**src/rtl/axis_frame_sink.sv**
```systemverilog
// rtl/axis_frame_sink.sv - AXI-Stream video frame sink with framing checks, checksum and frame statistics.
// Optional AXIS_SINK_BACKPRESSURE_EN adds LFSR-driven tready throttling.
module axis_frame_sink #(
    parameter int DATA_WIDTH = 64,
    parameter int USER_WIDTH = 4
) (
    input  logic                  aclk,
    input  logic                  aclk_reset_n,
    input  logic                  s_axis_tvalid,
    output logic                  s_axis_tready,
    input  logic [DATA_WIDTH-1:0] s_axis_tdata,
    input  logic [USER_WIDTH-1:0] s_axis_tuser,
    input  logic                  s_axis_tlast,
    input  logic                  cfg_enable,
    input  logic [15:0]           cfg_line_beats,
    input  logic [15:0]           cfg_frame_lines,
    input  logic                  stat_clear,
    output logic                  frame_done,
    output logic [31:0]           frame_count,
    output logic [31:0]           frame_checksum,
    output logic                  err_sof,
    output logic                  err_line,
    output logic                  err_frame
);

    typedef enum logic [1:0] {
        WAIT_SOF = 2'd0,
        IN_LINE  = 2'd1,
        WAIT_SOL = 2'd2
    } state_t;

    state_t      state_q, state_d;
    logic [15:0] beat_cnt_q, beat_cnt_d;
    logic [15:0] line_cnt_q, line_cnt_d;
    logic [31:0] csum_q, csum_d;
    logic [31:0] count_q, count_d;
    logic [31:0] fcsum_q, fcsum_d;
    logic        done_q, done_d;
    logic        err_sof_q, err_sof_d;
    logic        err_line_q, err_line_d;
    logic        err_frame_q, err_frame_d;

    logic        throttle;
    logic        accept;
    logic        in_frame;
    logic        sof, eof, sol, eol;
    logic [15:0] base_beat, base_line;
    logic [31:0] base_csum;
    logic [15:0] beats_incl, lines_incl;
    logic [31:0] csum_incl;

`ifdef AXIS_SINK_BACKPRESSURE_EN
    logic [15:0] lfsr_q;

    always_ff @(posedge aclk or negedge aclk_reset_n) begin
        if (!aclk_reset_n) begin
            lfsr_q <= 16'hACE1;
        end else begin
            lfsr_q <= {lfsr_q[14:0], lfsr_q[15] ^ lfsr_q[13] ^ lfsr_q[12] ^ lfsr_q[10]};
        end
    end

    assign throttle = (lfsr_q[1:0] == 2'b00);
`else
    assign throttle = 1'b0;
`endif

    // Ready is held low during reset even though WAIT_SOF would otherwise follow cfg_enable.
    assign s_axis_tready = aclk_reset_n && !throttle &&
                           ((state_q == WAIT_SOF) ? cfg_enable : 1'b1);

    assign accept   = s_axis_tvalid && s_axis_tready;
    assign in_frame = (state_q != WAIT_SOF);
    assign sof      = s_axis_tuser[0];
    assign eof      = s_axis_tuser[1];
    assign sol      = s_axis_tuser[2];
    assign eol      = s_axis_tuser[3];

    // A SOF beat always restarts the frame as beat 0, whichever state it arrives in.
    assign base_beat  = sof ? 16'd0 : beat_cnt_q;
    assign base_line  = sof ? 16'd0 : line_cnt_q;
    assign base_csum  = sof ? 32'd0 : csum_q;
    assign beats_incl = (base_beat == 16'hFFFF) ? base_beat : base_beat + 16'd1;
    assign lines_incl = !eol ? base_line :
                        ((base_line == 16'hFFFF) ? base_line : base_line + 16'd1);
    assign csum_incl  = base_csum + s_axis_tdata[31:0] + s_axis_tdata[63:32];

    always_comb begin
        state_d     = state_q;
        beat_cnt_d  = beat_cnt_q;
        line_cnt_d  = line_cnt_q;
        csum_d      = csum_q;
        fcsum_d     = fcsum_q;
        done_d      = 1'b0;
        count_d     = stat_clear ? 32'd0 : count_q;
        err_sof_d   = stat_clear ? 1'b0 : err_sof_q;
        err_line_d  = stat_clear ? 1'b0 : err_line_q;
        err_frame_d = stat_clear ? 1'b0 : err_frame_q;

        if (accept) begin
            if (s_axis_tlast && !eol) begin
                err_line_d = 1'b1;
            end
            if (!in_frame && !sof) begin
                err_sof_d = 1'b1;
            end else begin
                if (in_frame && sof) begin
                    err_sof_d = 1'b1;
                end
                csum_d = csum_incl;
                if (eol) begin
                    if ((beats_incl != cfg_line_beats) || !s_axis_tlast) begin
                        err_line_d = 1'b1;
                    end
                    beat_cnt_d = 16'd0;
                    line_cnt_d = lines_incl;
                end else begin
                    beat_cnt_d = beats_incl;
                end

                if (eof) begin
                    if ((lines_incl != cfg_frame_lines) || !eol) begin
                        err_frame_d = 1'b1;
                    end
                    done_d     = 1'b1;
                    fcsum_d    = csum_incl;
                    count_d    = count_d + 32'd1;
                    state_d    = WAIT_SOF;
                    beat_cnt_d = 16'd0;
                    line_cnt_d = 16'd0;
                    csum_d     = 32'd0;
                end else if (eol) begin
                    state_d = WAIT_SOL;
                end else if (sof || sol || (state_q == IN_LINE)) begin
                    state_d = IN_LINE;
                end
            end
        end
    end

    always_ff @(posedge aclk or negedge aclk_reset_n) begin
        if (!aclk_reset_n) begin
            state_q     <= WAIT_SOF;
            beat_cnt_q  <= 16'd0;
            line_cnt_q  <= 16'd0;
            csum_q      <= 32'd0;
            count_q     <= 32'd0;
            fcsum_q     <= 32'd0;
            done_q      <= 1'b0;
            err_sof_q   <= 1'b0;
            err_line_q  <= 1'b0;
            err_frame_q <= 1'b0;
        end else begin
            state_q     <= state_d;
            beat_cnt_q  <= beat_cnt_d;
            line_cnt_q  <= line_cnt_d;
            csum_q      <= csum_d;
            count_q     <= count_d;
            fcsum_q     <= fcsum_d;
            done_q      <= done_d;
            err_sof_q   <= err_sof_d;
            err_line_q  <= err_line_d;
            err_frame_q <= err_frame_d;
        end
    end

    assign frame_done     = done_q;
    assign frame_count    = count_q;
    assign frame_checksum = fcsum_q;
    assign err_sof        = err_sof_q;
    assign err_line       = err_line_q;
    assign err_frame      = err_frame_q;

endmodule

```
**config.mk**
```make
export PLATFORM = sky130hd
export DESIGN_NAME = axis_frame_sink
export DESIGN_NICKNAME = d
export VERILOG_FILES = /design/src/rtl/axis_frame_sink.sv
export SDC_FILE = /design/constraint.sdc
export NUM_CORES = 1
export LEC_CHECK = 0
export ABC_CLOCK_PERIOD_IN_PS = 2950
export BUFFER_PORTS_ARGS = -buffer_cell sky130_fd_sc_hd__buf_2
export CAP_MARGIN = 20
export CORE_UTILIZATION = 40
export DETAILED_ROUTE_END_ITERATION = 8
export PLACE_DENSITY_LB_ADDON = 0.3
export SETUP_SLACK_MARGIN = 0.3
export SKIP_LAST_GASP = 1
export SLEW_MARGIN = 20
export SYNTH_ARGS = -nofsm -noshare
export SYNTH_HDL_FRONTEND = slang
export SYNTH_SLANG_ARGS = --single-unit
```
**constraint.sdc**
```tcl
create_clock -name aclk -period 2.95 [get_ports aclk]
set_input_delay 0.59 -clock aclk [delete_from_list [all_inputs] [get_ports aclk]]
set_output_delay 0.59 -clock aclk [all_outputs]
set_load 0.02 [all_outputs]
```
# After elaboration in Yosys (flattened, before gate mapping)
# Cells that the tools add are included.
# classes
n_addsub	5
n_eq_ne	5
n_mux	37
bitwise_logic	1
reduce_logical	21
# op_table
cell	n
32-bit two-way mux	6
16-bit two-way mux	9
32-bit adder	2
16-bit by 1-bit adder with 16-bit output, second input constant	2
32-bit by 1-bit adder with 32-bit output, second input constant	1
16-bit == test, second input constant	2
16-bit != test	2
1-bit two-way mux	19
3-bit AND reduction	3
2-bit two-way mux	3
1-bit logical AND	5
1-bit logical NOT	4
1-bit logical OR	4
2-bit nonzero test	2
3-bit nonzero test	1
2-bit by 1-bit == test with 1-bit output, second input constant	1
2-bit logical NOT	1
2-bit AND reduction	1
1-bit inverter	1
# word_totals
reg_bits	134
out_inout_bits	69
elab_cells	79

# Longest topological paths before layout
# depth
word_depth	10
ltp_mapped	20
mapped_depth_nobuf	15

# Worst setup path before layout
# OpenSTA, ideal clock, no wires.
# synth_path
kind	input to register
start	in s_axis_tuser[0]
end	reg fcsum_q[29] (netlist: frame_checksum[29])
arrival_time_ns	4.785
path_slack_ns	-1.960
path_stages	18
path_buffers	7
cell_sequence	buf_6 buf_2 buf_2 buf_1 buf_2 buf_1 clkbuf_1 nor2b_1 fa_1 ha_1 a211oi_1 o21ai_0 a2111o_1 o31ai_2 o31ai_1 a211oi_1 xnor2_1 mux2_2
# synth_between
elab_chain_cells	4
word_cells_on_any_way	7
cone_classes	add/sub: 2; mux: 1; bitwise: 1; reduce/logical: 3
# synth_lines
item	line_no	text
from (decl)	12	input logic [USER_WIDTH-1:0] s_axis_tuser,
parallel branches: the longest is 4 deep, another holds 32-bit adder	--	
to (signal assigned)	159	fcsum_q <= fcsum_d;
to (decl)	37	logic [31:0] fcsum_q, fcsum_d;
# Parallel ways; which one is timed is not known.
# A chain may end at the register's enable or synchronous reset.

# Worst setup path in the final report
# layout_path
start	in s_axis_tuser[0]
end	reg csum_q[28]
# layout_between
elab_chain_cells	4
word_cells_on_any_way	8
cone_classes	add/sub: 2; mux: 2; bitwise: 1; reduce/logical: 3
# layout_lines
item	line_no	text
32-bit two-way mux or 1-bit logical NOT (tied branches)	82, 104	
32-bit adder or 1-bit logical AND (tied branches)	86, 104	
32-bit adder or 1-bit inverter (tied branches)	--	
32-bit two-way mux or 2-bit AND reduction (tied branches)	--	
to (signal assigned)	157	csum_q <= csum_d;
to (decl)	35	logic [31:0] csum_q, csum_d;
# Parallel ways exist; a longest one is shown, timed or not.

==> impl_metrics.toml <==
[synth]
synth_ff_type = "dfrtp_1"
ys_types = 78
netlist_instances = 1111
synth_warnings = 0
synth_edf_count = 0
synth_area_mm2 = 0.00985
async_flop_share_pct = 100
syn_area_per_cell_um2 = 8.86
seq_area_frac_synth_pct = 34.0
ys_seq_elements = 134
syn-num-nets = 1282

[floorplan]
die_h_um = 159
io_pins = 175
fp.dieW_um = 159
coreArea_mm2 = 0.0242
die_area_mm2 = 0.0253
num_rows = 57
start_util_pct = 40.6

[power_and_ir_drop]
power_frac_seq_pct = 25.3
power_frac_comb_pct = 54.1
p_per_area_mw_per_mm2 = 675
p_switching_w = 0.00398
p_leak_nw = 6.87
intPower_w = 0.00611
ir_drop_mv = 0.399
swShare_pct = 39.5
power_frac_clock_pct = 20.6

[layout]
area_growth_pct = 51.8
utilization_pct = 61.7
final_common_cell = "buf_4"
multi_input_area_mm2 = 0.00732
nets = 1698
fill_cells = 1996
seq_area_mm2 = 0.00335
stdcell_count = 1866
drive_gt1_share_pct = 42.6
layout_common_cells = "233 x buf_4, 172 x buf_2, 138 x nand2_1"

[clock_tree]
cts_sinks = 134
cts_buffers = 17
ctsHtreeMaxLevel = 4
path_clk_slew_ns = 0.07
clock_latency_ns = 0.43
cts_tree = "built"
hold_buffers = 0
clockRootBuffer = "clkbuf_16"
clockBufferDepth = 2

[sta]
post-route-min-period_ns = 3.23
finalHoldViolations = 0
rsz0062_at_grt = "yes"
slew_headroom_pct = 50.1
tightest_slew_ns = 0.749
finClkSkew_ns = 0.0184
drv_slew = 0
setup_viol = 29
fmax_mhz = 310
finalCritPeriodShare_pct = 109
setup_ws_ns = -0.276

[place]
placedCellCount = 1764
io_buffers = 174
pre_cts_ws_ns = -0.902
place.gp.congestion = 0.919
place_hpwl_um = 23400

[job]
cap_violations = 0

[global_routing]
overflow = 0
grt_max_degree = 135
grt_pass1_vias = 10100
track_usage_pct = 26.5
grt_pass1_wl_um = 53200
antenna_found_initial = 2

[worst_setup_path]
cp_top_family = "compound AO/OA/AOI/OAI gates"
crit_path_top_delay_cell = "fa_1"
cpPeakStageDelay_ns = 0.48
reg2reg_depth = 13
critPathBufInv = 4
cp_cell_sequence = "buf_12 -> buf_12 -> nor2b_1 -> fa_1 -> ha_4 -> buf_4 -> o21ai_0 -> o21a_1 -> o221ai_2 -> a31o_2 -> o211ai_1 -> buf_4 -> mux2i_2 -> a2111oi_4 -> o21ai_1"
critPathKind = "in2reg"
cp_max_fo = 11
crit_path_start_kind = "input pin"
end_kind = "flop"
cp.arrival_ns = 3.52
cp_num_cells = 15
worstPathRequired_ns = 3.24

[outcome]
violations = "negative setup slack"
outcome = "finished with violations"

[route]
vias = 10300
avgRoutedWirePerCell_um = 18.4
drc = 0
viasPerCell = 5.50
routed_wl_um = 34300
drtAntennaViolNets = 0
drtIter0Drc = 785
first_pass_iters = 6

[min_path]
hold_class = "in2async"
==> flip-flops by register name (all words and copies together) (netlist names), 2 cells and up <==
name            cells
frame_checksum     32
frame_count        32
csum_q             32
state_q             2
line_cnt_q         16
beat_cnt_q         16
==> stage by stage <==
stage / cell area (um^2) / setup TNS, ns / power (W) / hold WS [ns]
floorplan: 10300 / -39.87 / 0.00516 / 0.294
global placement: 12800 / -27.75 / 0.00675 / 0.453
detailed placement: 12800 / -32.50 / 0.00685 / 0.460
CTS: 14400 / -2.76 / 0.00955 / 0.386
global route: 15000 / -6.39 / 0.0107 / 0.424
finish: 15000 / -3.34 / 0.0101 / 0.360
==> power groups by stage <==
stage | logic, W | clock network, W | registers (W)
after floorplan | 0.00239 | 0 | 0.00277
after global placement | 0.00419 | 0 | 0.00256
after detailed placement | 0.00428 | 0 | 0.00257
after CTS | 0.00489 | 0.00211 | 0.00255
after global routing | 0.00587 | 0.00219 | 0.00260
final | 0.00546 | 0.00208 | 0.00256
==> cell type report <==
| class | count | share of cell area (%) |
|---|---|---|
| Timing Repair Buffer | 445 | 21.2 |
| Multi-Input combinational cell | 892 | 49.0 |
| Clock inverter | 14 | 0.845 |
| Clock buffer | 18 | 2.87 |
| Sequential cell | 134 | 22.4 |
| Inverter | 37 | 0.929 |
| Tap cell | 324 | 2.71 |
| Antenna cell | 2 | 0.0335 |
==> cells by family after synthesis <==
group	synth area share [%]
AND/OR/NAND/NOR	22.8
XOR/XNOR	7.92
adder cells (fa/ha/maj)	10.7
multiplexers	1.40
flip-flops	34.0
buffers and inverters	3.52
AO/OA/AOI/OAI	19.6
==> routing by layer <==
metal | wire length, um | part of all wire (%) | track usage (%)
met5 | 0 | 0 | 0
met4 | 1100 | 3.2 | 11.2
met3 | 1930 | 5.6 | 4.10
met2 | 16100 | 47 | 41.3
met1 | 15100 | 44 | 36.6
==> worst register-to-register path: cells and delay by family (launching register included) <==
family	cells	cell delay, ns
buf+inv	2	0.26
mux	1	0.26
simple gates	1	0.16
compound gates	6	1.03
fa+ha+maj	2	0.81
xor+xnor	1	0.19
flops	1	0.38
==> cell usage after synthesis (all sizes together) (5+ instances only) <==
library cell / count / area share [%]
a21o: 11 / 0.84
nor2: 74 / 2.8
o221ai: 6 / 0.53
a21oi: 57 / 2.9
dfrtp: 134 / 34
and3: 15 / 0.95
nor4: 15 / 1.3
a211oi: 9 / 0.81
o31ai: 20 / 1.6
nand2b: 13 / 0.83
inv: 36 / 1.4
and4: 5 / 0.44
o22ai: 5 / 0.32
and2: 10 / 0.64
a32o: 6 / 0.61
ha: 33 / 4.2
a22o: 26 / 2.3
nand3: 34 / 1.9
and4b: 7 / 0.72
nor3: 23 / 1.2
clkbuf: 34 / 1.3
mux2: 6 / 0.69
xnor2: 56 / 5.0
nand2: 145 / 5.5
buf: 15 / 0.81
xor2: 33 / 2.9
o211ai: 6 / 0.46
o21a: 6 / 0.46
o21ai: 84 / 4.3
or3: 6 / 0.38
mux2i: 7 / 0.71
fa: 32 / 6.5
o41ai: 7 / 0.62
nor2b: 57 / 3.6
a31oi: 7 / 0.44
nand4: 16 / 1.0
==> path summary, 6_finish.rpt <==
path / startpoint / to / slack, ns
min in group aclk: frame_checksum[7]$_DFFE_PN0P_ / frame_checksum[7]$_DFFE_PN0P_ / 0.47
min reg2reg: frame_checksum[7]$_DFFE_PN0P_ / frame_checksum[7]$_DFFE_PN0P_ / 0.47
max reg2reg: csum_q[15]$_DFFE_PN0P_ / frame_checksum[30]$_DFFE_PN0P_ / -0.24
max: s_axis_tuser[0] / csum_q[28]$_DFFE_PN0P_ / -0.28
min: aclk_reset_n / line_cnt_q[9]$_DFFE_PN0P_ / 0.36
max in group asynchronous: aclk_reset_n / line_cnt_q[0]$_DFFE_PN0P_ / 2.07
==> what timing repair did <==
action                     4_1_cts  5_1_grt
gates resized for setup        129       82
setup buffers                   49       16
hold endpoints to repair         0        0
cloned                           2        1
pin swaps                       74       42
setup endpoints to repair       59       53
Note: power is estimated with default switching activity, not from simulation.
